File: src/rtl/exit_reporter_pkg.sv
// ---------------------------------------------------------------------------
// exit_reporter_pkg
// Shared types and constants for the exit-status UART reporter.
//   state_e       : top-level sequencer states (IDLE / SEND / DONE)
//   ASCII_CR/LF   : line terminator bytes sent after the 8 hex digits
//   NUM_CHARS     : characters per report ("XXXXXXXX\r\n")
//   hex_to_ascii  : nibble -> uppercase ASCII hex digit
// ---------------------------------------------------------------------------
package exit_reporter_pkg;

  typedef enum logic [1:0] {
    IDLE = 2'd0,
    SEND = 2'd1,
    DONE = 2'd2
  } state_e;

  localparam logic [7:0] ASCII_CR  = 8'h0D;
  localparam logic [7:0] ASCII_LF  = 8'h0A;
  localparam int         NUM_CHARS = 10;

  function automatic logic [7:0] hex_to_ascii(input logic [3:0] nib);
    if (nib < 4'd10) begin
      return 8'h30 + {4'h0, nib};
    end else begin
      return 8'h37 + {4'h0, nib};
    end
  endfunction

endpackage

File: src/rtl/uart_tx_byte.sv
// ---------------------------------------------------------------------------
// uart_tx_byte
// 8N1 transmitter for one byte: start(0), d0..d7 LSB first, stop(1); every
// bit lasts BAUD_DIV clocks. tx_o is registered and idles high.
//   clk_gen  in   clock
//   rst_n    in   async active-low reset
//   start_i  in   load data_i and begin a frame (accepted only when ready_o)
//   data_i   in   byte to send
//   ready_o  out  idle, or in the final cycle of the stop bit; starting a new
//                 frame in that cycle makes frames back-to-back
//   tx_o     out  serial line
// ---------------------------------------------------------------------------
module uart_tx_byte #(
  parameter int BAUD_DIV = 4
) (
  input  logic       clk_gen,
  input  logic       rst_n,
  input  logic       start_i,
  input  logic [7:0] data_i,
  output logic       ready_o,
  output logic       tx_o
);

  localparam int             CW        = (BAUD_DIV > 2) ? $clog2(BAUD_DIV) : 1;
  localparam logic [CW-1:0]  BAUD_LAST = CW'(BAUD_DIV - 1);

  logic [CW-1:0] baud_cnt_q;
  logic [3:0]    bit_idx_q;
  logic [8:0]    shift_q;   // remaining data bits plus stop bit
  logic          active_q;
  logic          tx_q;
  logic          last_s;

  assign last_s  = active_q && (baud_cnt_q == BAUD_LAST) && (bit_idx_q == 4'd9);
  assign ready_o = ~active_q | last_s;
  assign tx_o    = tx_q;

  // Frame shifter and baud counter; start bit is driven on the load edge.
  always_ff @(posedge clk_gen or negedge rst_n) begin
    if (!rst_n) begin
      baud_cnt_q <= '0;
      bit_idx_q  <= 4'd0;
      shift_q    <= 9'h1FF;
      active_q   <= 1'b0;
      tx_q       <= 1'b1;
    end else if (start_i && ready_o) begin
      baud_cnt_q <= '0;
      bit_idx_q  <= 4'd0;
      shift_q    <= {1'b1, data_i};
      active_q   <= 1'b1;
      tx_q       <= 1'b0;
    end else if (active_q) begin
      if (baud_cnt_q == BAUD_LAST) begin
        baud_cnt_q <= '0;
        if (bit_idx_q == 4'd9) begin
          active_q <= 1'b0;
          tx_q     <= 1'b1;
        end else begin
          bit_idx_q <= bit_idx_q + 4'd1;
          tx_q      <= shift_q[0];
          shift_q   <= {1'b1, shift_q[8:1]};
        end
      end else begin
        baud_cnt_q <= baud_cnt_q + CW'(1);
      end
    end
  end

endmodule

File: src/rtl/exit_status_uart_reporter.sv
// ---------------------------------------------------------------------------
// exit_status_uart_reporter
// On a rising edge of the (asynchronous) exit flag, sends the 32-bit exit
// code as "XXXXXXXX\r\n" over UART, then latches pass/fail status LEDs.
//   clk_gen       in   clock
//   rst_n         in   async active-low reset
//   exit_valid_i  in   exit flag (synchronized internally)
//   exit_value_i  in   exit code, stable while exit_valid_i is high
//   tx_o          out  UART TX, 8N1, idle high
//   busy_o        out  report in progress (SEND and DONE)
//   pass_o        out  last completed report had value 0
//   fail_o        out  last completed report had non-zero value
//   overrun_o     out  sticky: exit flag rose while a report was in progress
// ---------------------------------------------------------------------------
module exit_status_uart_reporter
  import exit_reporter_pkg::*;
#(
  parameter int CLK_FREQ_HZ = 15_000_000,
  parameter int BAUD_RATE   = 115_200
) (
  input  logic        clk_gen,
  input  logic        rst_n,
  input  logic        exit_valid_i,
  input  logic [31:0] exit_value_i,
  output logic        tx_o,
  output logic        busy_o,
  output logic        pass_o,
  output logic        fail_o,
  output logic        overrun_o
);

  localparam int BAUD_DIV = CLK_FREQ_HZ / BAUD_RATE;

  if (BAUD_DIV < 2) begin : g_baud_div_check
    $error("exit_status_uart_reporter: BAUD_DIV must be >= 2");
  end

  state_e      state_q;
  logic [2:0]  sync_q;      // [1:0] synchronizer, [2] edge-detect history
  logic [31:0] value_q;
  logic [3:0]  char_idx_q;
  logic        busy_q;
  logic        pass_q;
  logic        fail_q;
  logic        overrun_q;

  logic        rise_s;
  logic        start_s;
  logic [7:0]  data_s;
  logic        tx_ready_s;
  logic [3:0]  next_idx_s;

  assign rise_s     = sync_q[1] & ~sync_q[2];
  assign next_idx_s = char_idx_q + 4'd1;

  // Character idx of the report for code v: 8 hex digits MSB first, CR, LF.
  function automatic logic [7:0] char_at(input logic [31:0] v, input logic [3:0] idx);
    logic [31:0] sh;
    sh = v << {idx[2:0], 2'b00};
    if (idx < 4'd8) begin
      return hex_to_ascii(sh[31:28]);
    end else if (idx == 4'd8) begin
      return ASCII_CR;
    end else begin
      return ASCII_LF;
    end
  endfunction

  // Byte-level start requests; char 0 comes straight from the input because
  // value_q is only captured on the same edge the first frame starts.
  always_comb begin
    start_s = 1'b0;
    data_s  = 8'h00;
    case (state_q)
      IDLE: begin
        start_s = rise_s;
        data_s  = hex_to_ascii(exit_value_i[31:28]);
      end
      SEND: begin
        start_s = tx_ready_s && (char_idx_q != 4'(NUM_CHARS - 1));
        data_s  = char_at(value_q, next_idx_s);
      end
      default: begin
        start_s = 1'b0;
        data_s  = 8'h00;
      end
    endcase
  end

  // Synchronizer, report sequencer and status flags.
  always_ff @(posedge clk_gen or negedge rst_n) begin
    if (!rst_n) begin
      sync_q     <= 3'b000;
      state_q    <= IDLE;
      value_q    <= 32'h0;
      char_idx_q <= 4'd0;
      busy_q     <= 1'b0;
      pass_q     <= 1'b0;
      fail_q     <= 1'b0;
      overrun_q  <= 1'b0;
    end else begin
      sync_q <= {sync_q[1:0], exit_valid_i};
      case (state_q)
        IDLE: begin
          if (rise_s) begin
            value_q    <= exit_value_i;
            char_idx_q <= 4'd0;
            busy_q     <= 1'b1;
            pass_q     <= 1'b0;
            fail_q     <= 1'b0;
            state_q    <= SEND;
          end
        end
        SEND: begin
          if (rise_s) begin
            overrun_q <= 1'b1;
          end
          if (tx_ready_s) begin
            if (char_idx_q == 4'(NUM_CHARS - 1)) begin
              state_q <= DONE;
            end else begin
              char_idx_q <= next_idx_s;
            end
          end
        end
        DONE: begin
          // A rise here is never queued.
          if (rise_s) begin
            overrun_q <= 1'b1;
          end
          busy_q  <= 1'b0;
          pass_q  <= (value_q == 32'h0);
          fail_q  <= (value_q != 32'h0);
          state_q <= IDLE;
        end
        default: begin
          state_q <= IDLE;
        end
      endcase
    end
  end

  uart_tx_byte #(
    .BAUD_DIV (BAUD_DIV)
  ) u_tx (
    .clk_gen (clk_gen),
    .rst_n   (rst_n),
    .start_i (start_s),
    .data_i  (data_s),
    .ready_o (tx_ready_s),
    .tx_o    (tx_o)
  );

  assign busy_o    = busy_q;
  assign pass_o    = pass_q;
  assign fail_o    = fail_q;
  assign overrun_o = overrun_q;

endmodule
File: config.mk
export PLATFORM = sky130hd
export DESIGN_NAME = exit_status_uart_reporter
export DESIGN_NICKNAME = d
export VERILOG_FILES = /design/src/rtl/exit_reporter_pkg.sv /design/src/rtl/uart_tx_byte.sv /design/src/rtl/exit_status_uart_reporter.sv
export SDC_FILE = /design/constraint.sdc
export NUM_CORES = 1
export LEC_CHECK = 0
export ABC_AREA = 1
export ABC_CLOCK_PERIOD_IN_PS = 2200
export CELL_PAD_IN_SITES_DETAIL_PLACEMENT = 0
export CELL_PAD_IN_SITES_GLOBAL_PLACEMENT = 1
export CORE_MARGIN = 4
export CORE_UTILIZATION = 30
export DETAILED_ROUTE_END_ITERATION = 8
export PLACE_DENSITY_LB_ADDON = 0.1
export SLEW_MARGIN = 20
export SYNTH_ARGS = -nofsm -noshare
export SYNTH_HDL_FRONTEND = slang
export SYNTH_SLANG_ARGS = --single-unit
File: constraint.sdc
create_clock -name clk_gen -period 2.2 [get_ports clk_gen]
set_clock_uncertainty 0.05 [all_clocks]
set_input_delay 0.44 -clock clk_gen [delete_from_list [all_inputs] [get_ports clk_gen]]
set_output_delay 0.44 -clock clk_gen [all_outputs]
set_load 0.005 [all_outputs]
=== Word level (Yosys, flattened, before mapping) ===
Index checks and enable logic that the tools add are counted.

* Input port bits: 35
* Output and inout port bits: 5
* Register bits after elaboration: 68
* Word-level logic and storage cells: 97

* Reduce and logical (&&, ||, !) cells: 19
* $add $sub $neg: 7
* Bitwise logic cells: 4
* Equal/unequal tests: 12
* Mux-type cells: 38
* Shift operators: 1
* $lt $le $gt $ge: 3

{| class="wikitable"
|+ Operators with widths
! cell !! count
|-
| $mux 9 || 4
|-
| $logic_not 32->1 || 1
|-
| $mux 8 || 4
|-
| $reduce_bool 32->1 || 1
|-
| $shl 32x5->32 || 1
|-
| $add 6x4->7 const A || 4
|-
| $mux 4 || 7
|-
| $pmux 8 s2 || 1
|-
| $mux 7 || 2
|-
| $eq 4x4->1 const B || 3
|-
| $lt 4x4->1 const B || 3
|-
| $mux 1 || 10
|-
| $add 4x1->4 const B || 2
|-
| $add 8x1->8 const B || 1
|-
| $eq 8x8->1 const B || 1
|-
| $ne 2x2->1 const B || 4
|-
| $pmux 1 s2 || 4
|-
| $pmux 4 s2 || 1
|-
| $reduce_and 2->1 || 4
|-
| $reduce_bool 2->1 || 4
|-
| $mux 2 || 3
|-
| $reduce_and 3->1 || 2
|-
| $logic_and 1x1->1 || 4
|-
| $ne 4x4->1 const B || 1
|-
| 11 further kinds || 12
|}

=== Depth between registers and ports, before layout ===
* Word-level depth: 9
* Depth in mapped cells: 15
* Depth with buffers taken out: 14

=== Cells and area by module ===
Synthesis repeated with hierarchy kept, for this count alone.

* Cells, all modules: 490
* Area total of the unflattened synthesis: 3908.7 um^2

{| class="wikitable"
|+ By module, submodules not included
! module !! cells an instance !! sequential area each (um^2) !! area each (um^2) !! times used
|-
| exit_status_uart_reporter || 340 || 1126.1 || 2583.7 || 1
|-
| uart_tx_byte || 150 || 561.8 || 1325.0 || 1
|}

=== Least setup slack after synthesis ===
OpenSTA, ideal clock, no wires.

* Path kind: reg2reg
* From: register char_idx_q[0]
* To: register u_tx.shift_q[1]
* Data required time: 2.090 ns
* Cell stages (with the launch flop): 14
* Library setup time: 0.060 ns
* Buffers on the path: 1
* Slack: 0.182 ns
* Data arrival time: 1.907 ns
* Clock period less this slack: 2.018 ns
* Path through: dfrtp_1 -> ha_1 -> clkbuf_1 -> o211ai_1 -> nand3_1 -> nand2_1 -> ha_1 -> inv_1 -> nand3_1 -> nand3_1 -> nand2_1 -> nand2_1 -> nand2_1 -> nand2_1

* Longest elaborated chain between the ends: 7
* Elaborated cells on any way between the ends: 20
* Classes of those cells: add/sub (3); order compare (2); eq/ne (3); shift (1); mux (6); reduce/logical (5)

{| class="wikitable"
|+ Ends and longest elaborated chain
! what !! RTL line !! text
|-
| start, declared || exit_status_uart_reporter.sv:41 || <nowiki>logic [3:0] char_idx_q;</nowiki>
|-
| start signal, assigned || exit_status_uart_reporter.sv:122 || <nowiki>char_idx_q <= next_idx_s;</nowiki>
|-
| $add 4x1->4 || exit_status_uart_reporter.sv:54 || <nowiki>assign next_idx_s = char_idx_q + 4'd1;</nowiki>
|-
| $shl 32x5->32 || exit_status_uart_reporter.sv:59 || <nowiki>sh = v << {idx[2:0], 2'b00};</nowiki>
|-
| $add 6x4->7 (tied with other cells) || exit_reporter_pkg.sv:25 || <nowiki>return 8'h37 + {4'h0, nib};</nowiki>
|-
| $mux 7 || exit_reporter_pkg.sv:22 || <nowiki>if (nib < 4'd10) begin</nowiki>
|-
| $mux 8 || exit_status_uart_reporter.sv:60 || <nowiki>if (idx < 4'd8) begin</nowiki>
|-
| $pmux 8 s2 || exit_status_uart_reporter.sv:74 || <nowiki>case (state_q)</nowiki>
|-
| $mux 9 || uart_tx_byte.sv:46 || <nowiki>end else if (start_i && ready_o) begin</nowiki>
|-
| end signal, assigned || uart_tx_byte.sv:49 || <nowiki>shift_q <= {1'b1, data_i};</nowiki>
|-
| end signal, assigned || uart_tx_byte.sv:61 || <nowiki>shift_q <= {1'b1, shift_q[8:1]};</nowiki>
|-
| end, declared || uart_tx_byte.sv:29 || <nowiki>logic [8:0] shift_q;</nowiki>
|}

Parallel ways exist; a longest one is shown, timed or not.
A chain may end at the register's enable or synchronous reset.

=== Final worst setup path ===
* From: register char_idx_q[1]
* To: register u_tx.shift_q[1]

The elaborated chain is that of the path after synthesis.

==> flow_summary.yaml <==
placed_design:
  gp_congestion: 0.795
  dp_cells: 649
  placed_area_sq_um: 4270
  dp_hpwl_mm: 6.55
  numPortBuffers: 39
synth:
  ys_seq_elements: 67
  synth_nets: 513
  synth.avg_cell_area_sq_um: 7.87
  synth_area_sq_um: 3670
  synthTopCellsByArea: "dfrtp_1, nand2_1, dfstp_2, o21ai_0, inv_1"
  ys_seq_area_share_pct: 45.9
  synth_top_area_cell: "dfrtp_1"
  synth_warnings: 0
  synthCells: 467
  yosysTopAreaCellShare_pct: 39.5
  ys_types: 42
critical_path:
  critPathMaxFanout: 7
  startpoint_type: "flop"
  critPathMaxStageDelay_ns: 0.38
  arrival_ns: 2.23
  cp-end-kind: "flop"
  crit_required_ns: 2.42
  worstSetupPathType: "flop to flop"
  crit_family: "simple AND/OR/NAND/NOR gates"
  cp_cell_sequence: "inv_1 -> ha_4 -> buf_4 -> nand3_1 -> nand3_1 -> nand2_2 -> ha_1 -> inv_1 -> nand3_1 -> nand3_1 -> nand2_1 -> nand2_1 -> nand2_1 -> nand2_1"
  cp_num_buf_inv: 3
  cp_slowest_cell: "dfrtp_1"
cells_and_area:
  antenna_cells: 0
  drive_above_1_share_pct: 13.3
  fill_cells: 1268
  final_common_cell: "nand2_1"
  seqCellArea_sq_um: 1690
  layout.nets: 559
  postLayoutCellArea_sq_um: 4570
  syn_to_final_growth_pct: 24.5
  instances_no_fill: 665
  final_cell_mix: "nand2_1, inv_1, dfrtp_1, o21ai_0, clkdlybuf4s50_1"
  multi_input_area_sq_um: 1700
timing:
  relSlewSlack_pct: 63.5
  slew_violations: 0
  fmax_ghz: 0.496
  finalHoldViolations: 0
  min_period_over_period_pct: 91.6
  rsz0062_at_grt: "true"
  worst_slew_pin_slew_ns: 0.548
  fin_crit_ns: 2.02
  setup_viol: 0
cts:
  cts_root_buf: "clkbuf_16"
  cts_tree: "done"
  htreeDepth: 3
  cts_buffer_depth: 2
  clk_latency_ns: 0.34
  hold_buffers: 0
  cts_sinks: 67
  clk_pin_slew_worst_paths_ns: 0.05
  numCtsBuffers: 9
floorplan:
  design.portCount: 40
  die_area_sq_um: 14100
  chipHeight_um: 119
  num_rows: 40
  start_util_pct: 30.6
  die_x_um: 119
  core_sq_um: 12000
route:
  wirelength_mm: 8.98
  via_per_inst: 4.65
  wl_per_cell_um: 13.5
  drtIter0Drc: 192
  firstDrtPassIters: 4
  drcViolationCount: 0
  vias: 3089
  ant_nets: 0
global_route:
  grt_usage_pct: 13.6
  grt_antenna_before_repair: 0
  grt_pass1_wl_mm: 15.2
  grt_max_degree: 68
  grt_overflow_total: 0
  grt_pass1_vias: 3102
power_and_ir_drop:
  peakVddDrop_v: 0.000459
  switchingPower_mw: 2.47
  p_leak_nw: 2.11
  seqPwrFrac_pct: 34.2
  clock_power_share_pct: 21.8
  power_density_nw_per_um2: 1340
  p_int_mw: 3.65
  combPwrFrac_pct: 44.0
  power.share.switching_pct: 40.3
min_path:
  hold_class: "primary input to async pin"
outcome:
  status: "completed"
run:
  maxCapViolCount: 0
==> sequential cells by signal (all words and copies together) (netlist names) <==
name,count
u_tx.shift_q,8
busy_o,1
sync_q,3
u_tx.bit_idx_q,4
fail_o,1
u_tx.active_q,1
overrun_o,1
state_q,2
u_tx.baud_cnt_q,8
u_tx.tx_o,1
char_idx_q,4
pass_o,1
value_q,32
==> cells by family after synthesis <==
family	count (synthesis)	synth area share [%]
xor gates and xnor gates	7	2.08
DFF	67	45.9
and+or+nand+nor	221	26.8
adders and majority gates	11	3.75
AOI/OAI and AO/OA	80	12.7
buffers and inverters	81	8.72
==> synthesized netlist by cell type (all sizes together) <==
cell / number
nand2b: 1
o21a: 2
nor3: 8
dfstp: 9
or2: 1
inv: 67
a31o: 1
o22ai: 1
xnor2: 2
ha: 11
nor2: 29
o211ai: 4
xor2: 5
buf: 8
a21oi: 15
o21ai: 51
o31ai: 2
clkinv: 1
a211oi: 1
dfrtp: 58
clkbuf: 5
o21bai: 1
nand4: 6
o221ai: 1
a22oi: 1
nand3: 37
nor4: 4
nand2: 135
==> final timing paths <==
path                                      startpoint                          end  slack (ns)  depth (start not counted)
setup / recovery           char_idx_q[1]$_DFFE_PN0P_  u_tx.shift_q[1]$_DFFE_PN1P_        0.18                         14
hold / removal                                 rst_n       value_q[5]$_DFFE_PN0P_        0.06                          2
setup reg to reg           char_idx_q[1]$_DFFE_PN0P_  u_tx.shift_q[1]$_DFFE_PN1P_        0.18                         14
hold reg to reg                  sync_q[0]$_DFF_PN0_          sync_q[1]$_DFF_PN0_        0.30                          0
max in group asynchronous                      rst_n        u_tx.tx_o$_DFFE_PN1P_        1.69                          2
min in group clk_gen             sync_q[0]$_DFF_PN0_          sync_q[1]$_DFF_PN0_        0.30                          0
==> worst register-to-register path, cell delays in order, from the launching register on <==
cell     delay [ns]
dfrtp_1        0.38
inv_1          0.10
ha_4           0.32
buf_4          0.15
nand3_1        0.08
nand3_1        0.10
nand2_2        0.09
ha_1           0.28
inv_1          0.03
nand3_1        0.06
nand3_1        0.08
nand2_1        0.07
nand2_1        0.05
nand2_1        0.06
nand2_1        0.05
==> cell type report <==
class                   count  area share (%)
clock inverters             2           0.219
multi-input cells         319            37.1
well taps                 147            4.02
inverters                  68            5.66
repair buffers             48            10.3
flip-flops and latches     67            36.9
clock buffers              14            5.77
==> per-layer routing <==
layer  global-route usage, %  vias up  share of wire (%)
li1                        -     1594                  -
met1                    19.2     1447                 52
met2                    19.3       37                 42
met3                    3.16       11                3.4
met4                    6.73        0                2.2
met5                       0        -                  0
==> power by group through the flow <==
stage | Clock (mW) | Sequential (mW) | Combinational, mW
floorplan | 0 | 2.02 | 1.97
global placement | 0 | 2.10 | 2.70
detailed placement | 0 | 2.10 | 2.70
CTS | 1.39 | 2.09 | 2.71
global route | 1.44 | 2.16 | 3.11
finish | 1.33 | 2.09 | 2.70
==> repair_timing <==
item,in CTS,in global routing
gates resized for setup,0,7
setup buffers,0,0
setup endpoints to repair,0,6
==> metrics by stage <==
stage / TNS [ns] / utilization [%] / total power [mW] / setup slack, ns / hold slack (ns)
6_report: 0 / 38.1 / 6.12 / 0.185 / 0.0633
5_1_grt: -0.0280 / 38.1 / 6.70 / -0.0204 / 0.0935
3_3_place_gp: 0 / 35.5 / 4.80 / 0.112 / 0.290
4_1_cts: 0 / 37.8 / 6.19 / 0.0701 / 0.0814
2_1_floorplan: 0 / - / 3.99 / 0.182 / 0.0944
3_5_place_dp: 0 / 35.5 / 4.80 / 0.0798 / 0.290
(Power assumes the default switching activity.)
